==> src/rtl/iobus_uart_tx.sv <==
// -----------------------------------------------------------------------------
// iobus_uart_tx
//
// Memory-mapped UART transmitter on the OTTER MCU IOBUS (the MCU is the
// initiator and this block responds). The MCU stores a byte to the DATA
// register, where it is queued in a small FIFO and sent 8N1 on TX. The MCU
// polls the STATUS register for free space, overflow and busy state.
//
// Register map:
//   BASE_ADDR     DATA   write: push IOBUS_OUT[7:0]     read: 0
//   BASE_ADDR+4   STATUS write: IOBUS_OUT[3]=1 clears OVF
//                        read : {16'b0, count[7:0], 4'b0, OVF, EMPTY, FULL, BUSY}
//
// Parameters:
//   BASE_ADDR     DATA register address (STATUS lives at BASE_ADDR+4)
//   CLKS_PER_BIT  clock cycles per UART bit, >= 2
//   FIFO_DEPTH    queue entries, a power of two, >= 2
//
// Ports:
//   CLK         in   1   system clock, rising edge
//   RST         in   1   synchronous active-high reset
//   IOBUS_ADDR  in   32  MCU IO address
//   IOBUS_OUT   in   32  MCU store data
//   IOBUS_WR    in   1   MCU IO write strobe, one cycle per store
//   IOBUS_IN    out  32  read data to the MCU, combinational from IOBUS_ADDR
//   TX          out  1   serial line, idles high
//   IRQ         out  1   FIFO-empty pulse (only when UART_TX_IRQ_EN is defined)
//
// Build option: define UART_TX_IRQ_EN to add the IRQ port. IRQ is a
// registered one-cycle pulse on the edge where the transmitter returns to
// idle after a stop bit with nothing left to send.
// -----------------------------------------------------------------------------
module iobus_uart_tx #(
  parameter logic [31:0] BASE_ADDR    = 32'h1100_0100,
  parameter int          CLKS_PER_BIT = 434,
  parameter int          FIFO_DEPTH   = 8
) (
  input  logic        CLK,
  input  logic        RST,
  input  logic [31:0] IOBUS_ADDR,
  input  logic [31:0] IOBUS_OUT,
  input  logic        IOBUS_WR,
  output logic [31:0] IOBUS_IN,
  output logic        TX
`ifdef UART_TX_IRQ_EN
  ,
  output logic        IRQ
`endif
);

  localparam int PTR_W  = $clog2(FIFO_DEPTH);
  localparam int BAUD_W = $clog2(CLKS_PER_BIT);

  localparam logic [BAUD_W-1:0] BAUD_LAST = BAUD_W'(CLKS_PER_BIT - 1);
  localparam logic [31:0]       STAT_ADDR = BASE_ADDR + 32'd4;

  localparam logic [1:0] ST_IDLE  = 2'd0;
  localparam logic [1:0] ST_START = 2'd1;
  localparam logic [1:0] ST_DATA  = 2'd2;
  localparam logic [1:0] ST_STOP  = 2'd3;

  // FIFO storage and pointers. The extra pointer MSB distinguishes a full
  // queue from an empty one when the low index bits match.
  logic [7:0]     fifo_mem [FIFO_DEPTH];
  logic [PTR_W:0] wr_ptr;
  logic [PTR_W:0] rd_ptr;
  logic [PTR_W:0] fifo_count;
  logic [7:0]     count8;
  logic           empty;
  logic           full;
  logic           push;
  logic           pop;

  // Transmitter state
  logic [1:0]        state;
  logic [1:0]        state_n;
  logic [BAUD_W-1:0] baud_cnt;
  logic [BAUD_W-1:0] baud_n;
  logic [2:0]        bit_idx;
  logic [2:0]        bit_n;
  logic [7:0]        shift_reg;
  logic [7:0]        shift_n;
  logic              baud_done;
  logic              tx_n;

  // Bus decode
  logic data_sel;
  logic stat_sel;
  logic wr_data;
  logic wr_stat;
  logic ovf;
  logic busy;

  // Upper store-data bits have no meaning for either register.
  logic unused_bits;
  assign unused_bits = ^IOBUS_OUT[31:8];

  assign data_sel = (IOBUS_ADDR == BASE_ADDR);
  assign stat_sel = (IOBUS_ADDR == STAT_ADDR);
  assign wr_data  = IOBUS_WR & data_sel;
  assign wr_stat  = IOBUS_WR & stat_sel;

  assign empty      = (wr_ptr == rd_ptr);
  assign full       = (wr_ptr[PTR_W] != rd_ptr[PTR_W]) &&
                      (wr_ptr[PTR_W-1:0] == rd_ptr[PTR_W-1:0]);
  assign fifo_count = wr_ptr - rd_ptr;
  assign count8     = 8'(fifo_count);

  // Fullness is taken before any pop in the same cycle, so a store to a full
  // queue is dropped even when the transmitter frees a slot on that edge.
  assign push = wr_data & ~full;

  assign baud_done = (baud_cnt == BAUD_LAST);

  // A byte leaves the queue either from idle or at the end of a stop bit,
  // which lets consecutive frames run with no idle gap between them.
  assign pop = ~empty & ((state == ST_IDLE) | ((state == ST_STOP) & baud_done));

  assign busy = (state != ST_IDLE) | ~empty;

  // FIFO write side. Storage has no reset; only the pointers define content.
  always_ff @(posedge CLK) begin
    if (push) begin
      fifo_mem[wr_ptr[PTR_W-1:0]] <= IOBUS_OUT[7:0];
    end
  end

  // FIFO pointers wrap naturally modulo twice the depth.
  always_ff @(posedge CLK) begin
    if (RST) begin
      wr_ptr <= '0;
      rd_ptr <= '0;
    end else begin
      if (push) wr_ptr <= wr_ptr + 1'b1;
      if (pop)  rd_ptr <= rd_ptr + 1'b1;
    end
  end

  // Sticky overflow: set by a dropped store, cleared by writing bit 3 of
  // STATUS. The two writes target different addresses so they never collide.
  always_ff @(posedge CLK) begin
    if (RST) begin
      ovf <= 1'b0;
    end else if (wr_data & full) begin
      ovf <= 1'b1;
    end else if (wr_stat & IOBUS_OUT[3]) begin
      ovf <= 1'b0;
    end
  end

  // Next-state logic for the serialiser. The shift register is only loaded
  // on a pop, so stores arriving mid-frame never touch the byte being sent.
  always_comb begin
    state_n = state;
    baud_n  = baud_cnt;
    bit_n   = bit_idx;
    shift_n = shift_reg;
    case (state)
      ST_IDLE: begin
        if (!empty) begin
          state_n = ST_START;
          baud_n  = '0;
          shift_n = fifo_mem[rd_ptr[PTR_W-1:0]];
        end
      end
      ST_START: begin
        if (baud_done) begin
          state_n = ST_DATA;
          baud_n  = '0;
          bit_n   = 3'd0;
        end else begin
          baud_n = baud_cnt + 1'b1;
        end
      end
      ST_DATA: begin
        if (baud_done) begin
          baud_n  = '0;
          shift_n = {1'b0, shift_reg[7:1]};
          if (bit_idx == 3'd7) begin
            state_n = ST_STOP;
          end else begin
            bit_n = bit_idx + 3'd1;
          end
        end else begin
          baud_n = baud_cnt + 1'b1;
        end
      end
      ST_STOP: begin
        if (baud_done) begin
          baud_n = '0;
          if (!empty) begin
            state_n = ST_START;
            shift_n = fifo_mem[rd_ptr[PTR_W-1:0]];
          end else begin
            state_n = ST_IDLE;
          end
        end else begin
          baud_n = baud_cnt + 1'b1;
        end
      end
      default: begin
        state_n = ST_IDLE;
        baud_n  = '0;
      end
    endcase
  end

  // TX is registered from the next state so the line changes on the same
  // edge as the state does, with no combinational glitches on the pin.
  always_comb begin
    tx_n = 1'b1;
    if (state_n == ST_START) begin
      tx_n = 1'b0;
    end else if (state_n == ST_DATA) begin
      tx_n = shift_n[0];
    end
  end

  always_ff @(posedge CLK) begin
    if (RST) begin
      state     <= ST_IDLE;
      baud_cnt  <= '0;
      bit_idx   <= 3'd0;
      shift_reg <= 8'h00;
      TX        <= 1'b1;
    end else begin
      state     <= state_n;
      baud_cnt  <= baud_n;
      bit_idx   <= bit_n;
      shift_reg <= shift_n;
      TX        <= tx_n;
    end
  end

`ifdef UART_TX_IRQ_EN
  // Pulse on the edge that takes the FSM from STOP back to IDLE.
  always_ff @(posedge CLK) begin
    if (RST) begin
      IRQ <= 1'b0;
    end else begin
      IRQ <= (state == ST_STOP) & baud_done & empty;
    end
  end
`endif

  // Combinational read mux; DATA and unmapped addresses read as zero.
  always_comb begin
    IOBUS_IN = 32'h0;
    if (stat_sel) begin
      IOBUS_IN = {16'b0, count8, 4'b0, ovf, empty, full, busy};
    end
  end

endmodule

==> config.mk <==
export PLATFORM = sky130hd
export DESIGN_NAME = iobus_uart_tx
export DESIGN_NICKNAME = d
export VERILOG_FILES = /design/src/rtl/iobus_uart_tx.sv
export SDC_FILE = /design/constraint.sdc
export NUM_CORES = 1
export LEC_CHECK = 0
export ABC_AREA = 1
export CAP_MARGIN = 40
export CORE_MARGIN = 1
export CORE_UTILIZATION = 47
export DETAILED_ROUTE_END_ITERATION = 10
export GPL_TIMING_DRIVEN = 1
export PLACE_DENSITY = 0.74
export RECOVER_POWER = 25
export SLEW_MARGIN = 0
export SYNTH_ARGS = -nofsm -noshare
export SYNTH_HDL_FRONTEND = slang
export SYNTH_SLANG_ARGS = --single-unit
==> constraint.sdc <==
create_clock -name CLK -period 2.2 [get_ports CLK]
set_input_delay 0.22 -clock CLK [delete_from_list [all_inputs] [get_ports CLK]]
set_output_delay 0.22 -clock CLK [all_outputs]
set_load 0.03 [all_outputs]
Yosys cells after proc, flatten, opt, wreduce, memory -nomap -nowiden
Memories as Yosys holds them, arrays and structs flattened. A register that Yosys moved wholly into a read port is not among the register bits.
Cells that the tools add are included.
- output and inout bits: 33
- memories kept: 1
- logic and storage cells: 79
- flip-flop bits (word level): 32
- bits in writable memories: 64
- input port bits: 67
- memory list (name ; words ; bits a word ; read ports ; clocked after memory_dff ; wr ports ; line ; RTL):
    fifo_mem ; 8 ; 8 ; 1 ; 1 ; 1 ; 64 ; logic [7:0] fifo_mem [FIFO_DEPTH];
- add/subtract/negate cells: 5
- multiplexer cells: 27
- reduce and logical (&&, ||, !) cells: 9
- eq/ne operators: 17
- bitwise gates (word level): 11
- operator list (operator ; number):
    equality test 32 x 29 -> 1 bit, second input constant ; 2
    2-to-1 mux 8 bit ; 3
    case mux 8 bit (3 select lines) ; 1
    2-to-1 mux 9 bit ; 2
    case mux 9 bit (2 select lines) ; 1
    2-to-1 mux 3 bit ; 5
    2-to-1 mux 12 bit ; 1
    2-to-1 mux 2 bit ; 5
    != test 2 bit, second input constant ; 5
    adder 9 x 1 -> 9 bit, second input constant ; 1
    equality test 9 bit, second input constant ; 1
    adder 4 x 1 -> 4 bit, second input constant ; 2
    case mux 2 bit (4 select lines) ; 1
    AND 1 bit ; 7
    2-to-1 mux 1 bit ; 7
    equality test 2 bit, second input constant ; 3
    case mux 3 bit (2 select lines) ; 1
    nonzero test 2 bit ; 3
    equality test 2 x 1 -> 1 bit, second input constant ; 2
    equality test 4 bit ; 1
    AND reduction 4 bit ; 1
    subtractor 4 bit ; 1
    adder 3 x 1 -> 3 bit, second input constant ; 1
    equality test 3 bit ; 1
    other kinds (9) ; 11

Depth between registers and ports, before layout
- depth after elaboration: 7
- depth in mapped cells: 13
- depth with buffers taken out: 13

Worst setup path after synthesis
No wires, ideal clock.
- path type: reg-to-reg
- start: reg wr_ptr[0]
- end: mem fifo_mem[0][0] (enable)
- cell stages (with the launch flop): 8
- arrival: 1.854 ns
- period minus slack after synthesis: 2.238 ns
- data required time: 1.817 ns
- path slack: -0.038 ns
- setup time: 0.383 ns
- path buffers: 0
- cells stage by stage: dfxtp_1 inv_1 ha_1 nand3_1 inv_1 nand2_1 nand4_1 nor3_1
- word-level cells in the longest chain between the ends: 6
- RTL lines (item ; line ; RTL):
    start, declared ; 65 ; logic [PTR_W:0] wr_ptr;
    start signal, assigned ; 134 ; if (push) wr_ptr <= wr_ptr + 1'b1;
    equality test 3 bit ; 105 ; (wr_ptr[PTR_W-1:0] == rd_ptr[PTR_W-1:0]);
    logical AND 1 bit ; 104 ; assign full = (wr_ptr[PTR_W] != rd_ptr[PTR_W]) &&
    inverter 1 bit ; 111 ; assign push = wr_data & ~full;
    AND 1 bit ; 111 ;
    2-to-1 mux 1 bit ; 123 ; if (push) begin
    2-to-1 mux 1 bit (implied by the code) ; 124 ; fifo_mem[wr_ptr[PTR_W-1:0]] <= IOBUS_OUT[7:0];
    end, declared ; 64 ;
Parallel ways exist; a longest one is shown, timed or not.

Final worst setup path
- start: reg rd_ptr[2]
- end: out IOBUS_IN[1]
- word-level cells in the longest chain between the ends: 3
- RTL lines (item ; line ; RTL):
    start, declared ; 66 ; logic [PTR_W:0] rd_ptr;
    start signal, assigned ; 135 ; if (pop) rd_ptr <= rd_ptr + 1'b1;
    equality test 3 bit ; 105 ;
    logical AND 1 bit ; 104 ;
    2-to-1 mux 12 bit ; 249 ; if (stat_sel) begin
    end, declared ; 43 ; output logic [31:0] IOBUS_IN,
Every way passes these cells.

==> results.sh <==
export IMPL_worst_pin_slew_ns=0.535
export IMPL_synth_edff_count=64
export IMPL_peakVddDrop_mv=0.420
export IMPL_wire_per_inst_um=13.0
export IMPL_yosysSeqAreaShare_pct=52.2
export IMPL_synth_most_common_cell="nand2_1"
export IMPL_p_int_mw=3.29
export IMPL_final_area_mm2=0.00592
export IMPL_drive_gt1_share_pct=10.5
export IMPL_clock_power_share_pct=25.1
export IMPL_synth_top_area_share_pct=38.3
export IMPL_die_w_um=105
export IMPL_cp_slowest_cell="dfxtp_1"
export IMPL_top_level_ports=100
export IMPL_seq_power_share_pct=43.5
export IMPL_hold_path_startpoint="ovf"
export IMPL_std_cell_rows=37
export IMPL_grt_pass1_wl_um=17500
export IMPL_hpwlAfterDp_um=7280
export IMPL_end_kind="primary output"
export IMPL_reg2reg_from="rd_ptr[1]"
export IMPL_critPathMaxFanout=4
export IMPL_report_final_hold_viol_count=0
export IMPL_flow_area_growth_from_synthesis_pct=17.9
export IMPL_largest_reg_flops=64
export IMPL_critPathArrivalTime_ns=1.86
export IMPL_synthesis_area_mm2=0.00502
export IMPL_ys_ff_latch=99
export IMPL_outcome="completed"
export IMPL_finalCritPeriodShare_pct=94.7
export IMPL_critPathKind="reg -> out"
export IMPL_ys_warnings_count=0
export IMPL_hold_path_depth=2
export IMPL_slew_violations=0
export IMPL_clockBufferDepth=2
export IMPL_path_common_cell="buf_4"
export IMPL_n_fill_cell=878
export IMPL_avgSynthCellArea_um2=8.43
export IMPL_synthCells=596
export IMPL_p_sw_share_pct=34.7
export IMPL_synth_top_family_by_area="simple AND/OR/NAND/NOR gates"
export IMPL_grt_total_usage_pct=20.1
export IMPL_yosysTopAreaCell="edfxtp_1"
export IMPL_synthAdderAreaFrac_pct=2.64
export IMPL_total_power_mw=5.04
export IMPL_p_sw_mw=1.75
export IMPL_clkLatencyLatePin_ns=0.36
export IMPL_routed_wl_um=10500
export IMPL_p_leak_nw=2.46
export IMPL_cap_violations=0
export IMPL_grt_pass1_vias=3900
export IMPL_maxSlewHeadroom_pct=64.3
export IMPL_root_buffer="clkbuf_8"
export IMPL_initial_utilization_pct=48.6
export IMPL_required_ns=1.98
export IMPL_io_buffers=51
export IMPL_fin_crit_ns=2.08
export IMPL_first_pass_iters=4
export IMPL_detail_route_iter0_violations=185
export IMPL_path_cells="inv_1 > ha_4 > nand3_1 > inv_2 > nand2_1 > buf_4 > nor2_1 > buf_4"
export IMPL_synthArstFlopShare_pct=0
export IMPL_grt_max_degree=33
export IMPL_layout_cells_non_filler=802
export IMPL_netlist_top_cells_count="nand2_1, inv_1, nand3_1"
export IMPL_r2r_setup_slack_ns=0.20
export IMPL_r2r_end="fifo_mem[1][4]"
export IMPL_synthXorXnorAreaFrac_pct=1.22
export IMPL_finClkSkew_ns=0.0113
export IMPL_synth_simple_area_share_pct=27.6
export IMPL_synth_cell_types=35
export IMPL_cpPeakStageDelay_ns=0.36
export IMPL_num_vias=4040
export IMPL_placed_cell_area_mm2=0.00565
export IMPL_die_area_mm2=0.0111
export IMPL_hold_buffers=0
export IMPL_cts_tree="yes"
export IMPL_finish_utilization_pct=57.4
export IMPL_fin_nets=738
export IMPL_synth_area_leaders="edfxtp_1, dfxtp_1, nand2_1"
export IMPL_r2r_cells=8
export IMPL_diodes=0
export IMPL_synth_compound_area_share_pct=5.68
export IMPL_final_antenna_net_count=0
export IMPL_overflow=0
export IMPL_whs_endpoint="ovf"
export IMPL_dominantRegCellSynth="edfxtp_1"
export IMPL_gp_congestion=0.833
export IMPL_antenna_found_initial=0
export IMPL_combPwrFrac_pct=31.4
export IMPL_setup_violations=0
export IMPL_cts_sinks=99
export IMPL_die_y_um=105
export IMPL_cp_startpoint="rd_ptr[2]"
export IMPL_clk_pin_slew_worst_paths_ns=0.10
export IMPL_fmax_ghz=0.480
export IMPL_dp_cells=785
export IMPL_cts_buffers_inserted=9
export IMPL_h_tree_depth=3
export IMPL_hold_path_class="reg -> reg"
export IMPL_startpoint_type="register"
export IMPL_synthMuxAreaShare_pct=0
export IMPL_vias_per_cell=5.04
export IMPL_power_density_mw_per_mm2=851
export IMPL_drc=0
export IMPL_core_mm2=0.0103
power by group through the flow:
stage / registers [mW] / logic, mW / clock network (mW)
after global placement: 2.22 / 1.48 / 0
after CTS: 2.19 / 1.56 / 1.29
final: 2.19 / 1.58 / 1.27
after detailed placement: 2.23 / 1.52 / 0
after global routing: 2.22 / 1.82 / 1.35
after floorplan: 2.21 / 1.18 / 0
stage by stage:
stage | TNS, ns | hold WS [ns] | setup slack (ns)
floorplan | -1.81 | 0.319 | -0.0378
global placement | 0 | 0.450 | 0.0173
detailed placement | -0.0526 | 0.455 | -0.00578
CTS | 0 | 0.469 | 0.0121
global route | -0.0145 | 0.490 | -0.0121
finish | 0 | 0.471 | 0.116
cell families after synthesis:
family | count (synthesis)
buffers and inverters | 111
AOI/OAI and AO/OA | 49
other | 1
and+or+nand+nor | 319
DFF | 99
xor gates and xnor gates | 7
adders and majority gates | 10
how the worst max path moves through the flow:
stage,endpoint,slack [ns],cells past startpoint
after detailed placement,fifo_mem[1][7],-0.006,9
after floorplan,fifo_mem[0][0],-0.04,7
after CTS,IOBUS_IN[1],0.01,8
after global placement,fifo_mem[5][0],0.02,9
final,IOBUS_IN[1],0.12,8
after global routing,IOBUS_IN[1],-0.01,8
timing repair:
action / 4_1_cts / 5_1_grt
setup buffers: 1 / 0
resized for setup: 1 / 10
endpoints found under the setup margin: 1 / 40
pin swaps: 1 / 0
routing by layer:
metal / track usage [%] / part of all wire, % / routed length [um]
met5: 0 / 0 / 0
met4: 8.35 / 1.8 / 187
met3: 4.27 / 5.8 / 604
met2: 35.1 / 50 / 5260
met1: 24.0 / 42 / 4420
area by class of cell:
cell class / instances / area (um^2) / area share [%]
sequential: 99 / 2630 / 44.3
clock buffer: 11 / 131 / 2.22
timing repair buffer: 72 / 648 / 10.9
tap: 136 / 170 / 2.87
inverter: 70 / 263 / 4.44
clock inverter: 5 / 85.1 / 1.44
multi-input combinational: 409 / 2000 / 33.8
placed cells by master (no fill, tap or decap), drive strengths merged, types with 2 or more instances in the layout:
cell	Yosys	layout
nand4	11	11
clkdlybuf4s50	0	37
nor2	60	60
conb	1	24
inv	70	72
dfxtp	35	35
edfxtp	64	64
a211oi	2	2
ha	9	9
nand2	169	169
nor3	6	6
xor2	7	7
bufinv	0	2
dlygate4sd3	0	6
o22ai	2	2
buf	34	29
o21ai	16	16
clkbuf	7	11
nand3	68	68
a21oi	26	26
nand3b	2	2
critical path: cells and delay by family, from the launching register on:
family                     cells  cell delay (ns)
DFF                            1             0.36
and+or+nand+nor                3             0.31
buffers and inverters          4             0.53
adders and majority gates      1             0.30
Power figures use the tool's default switching activity.
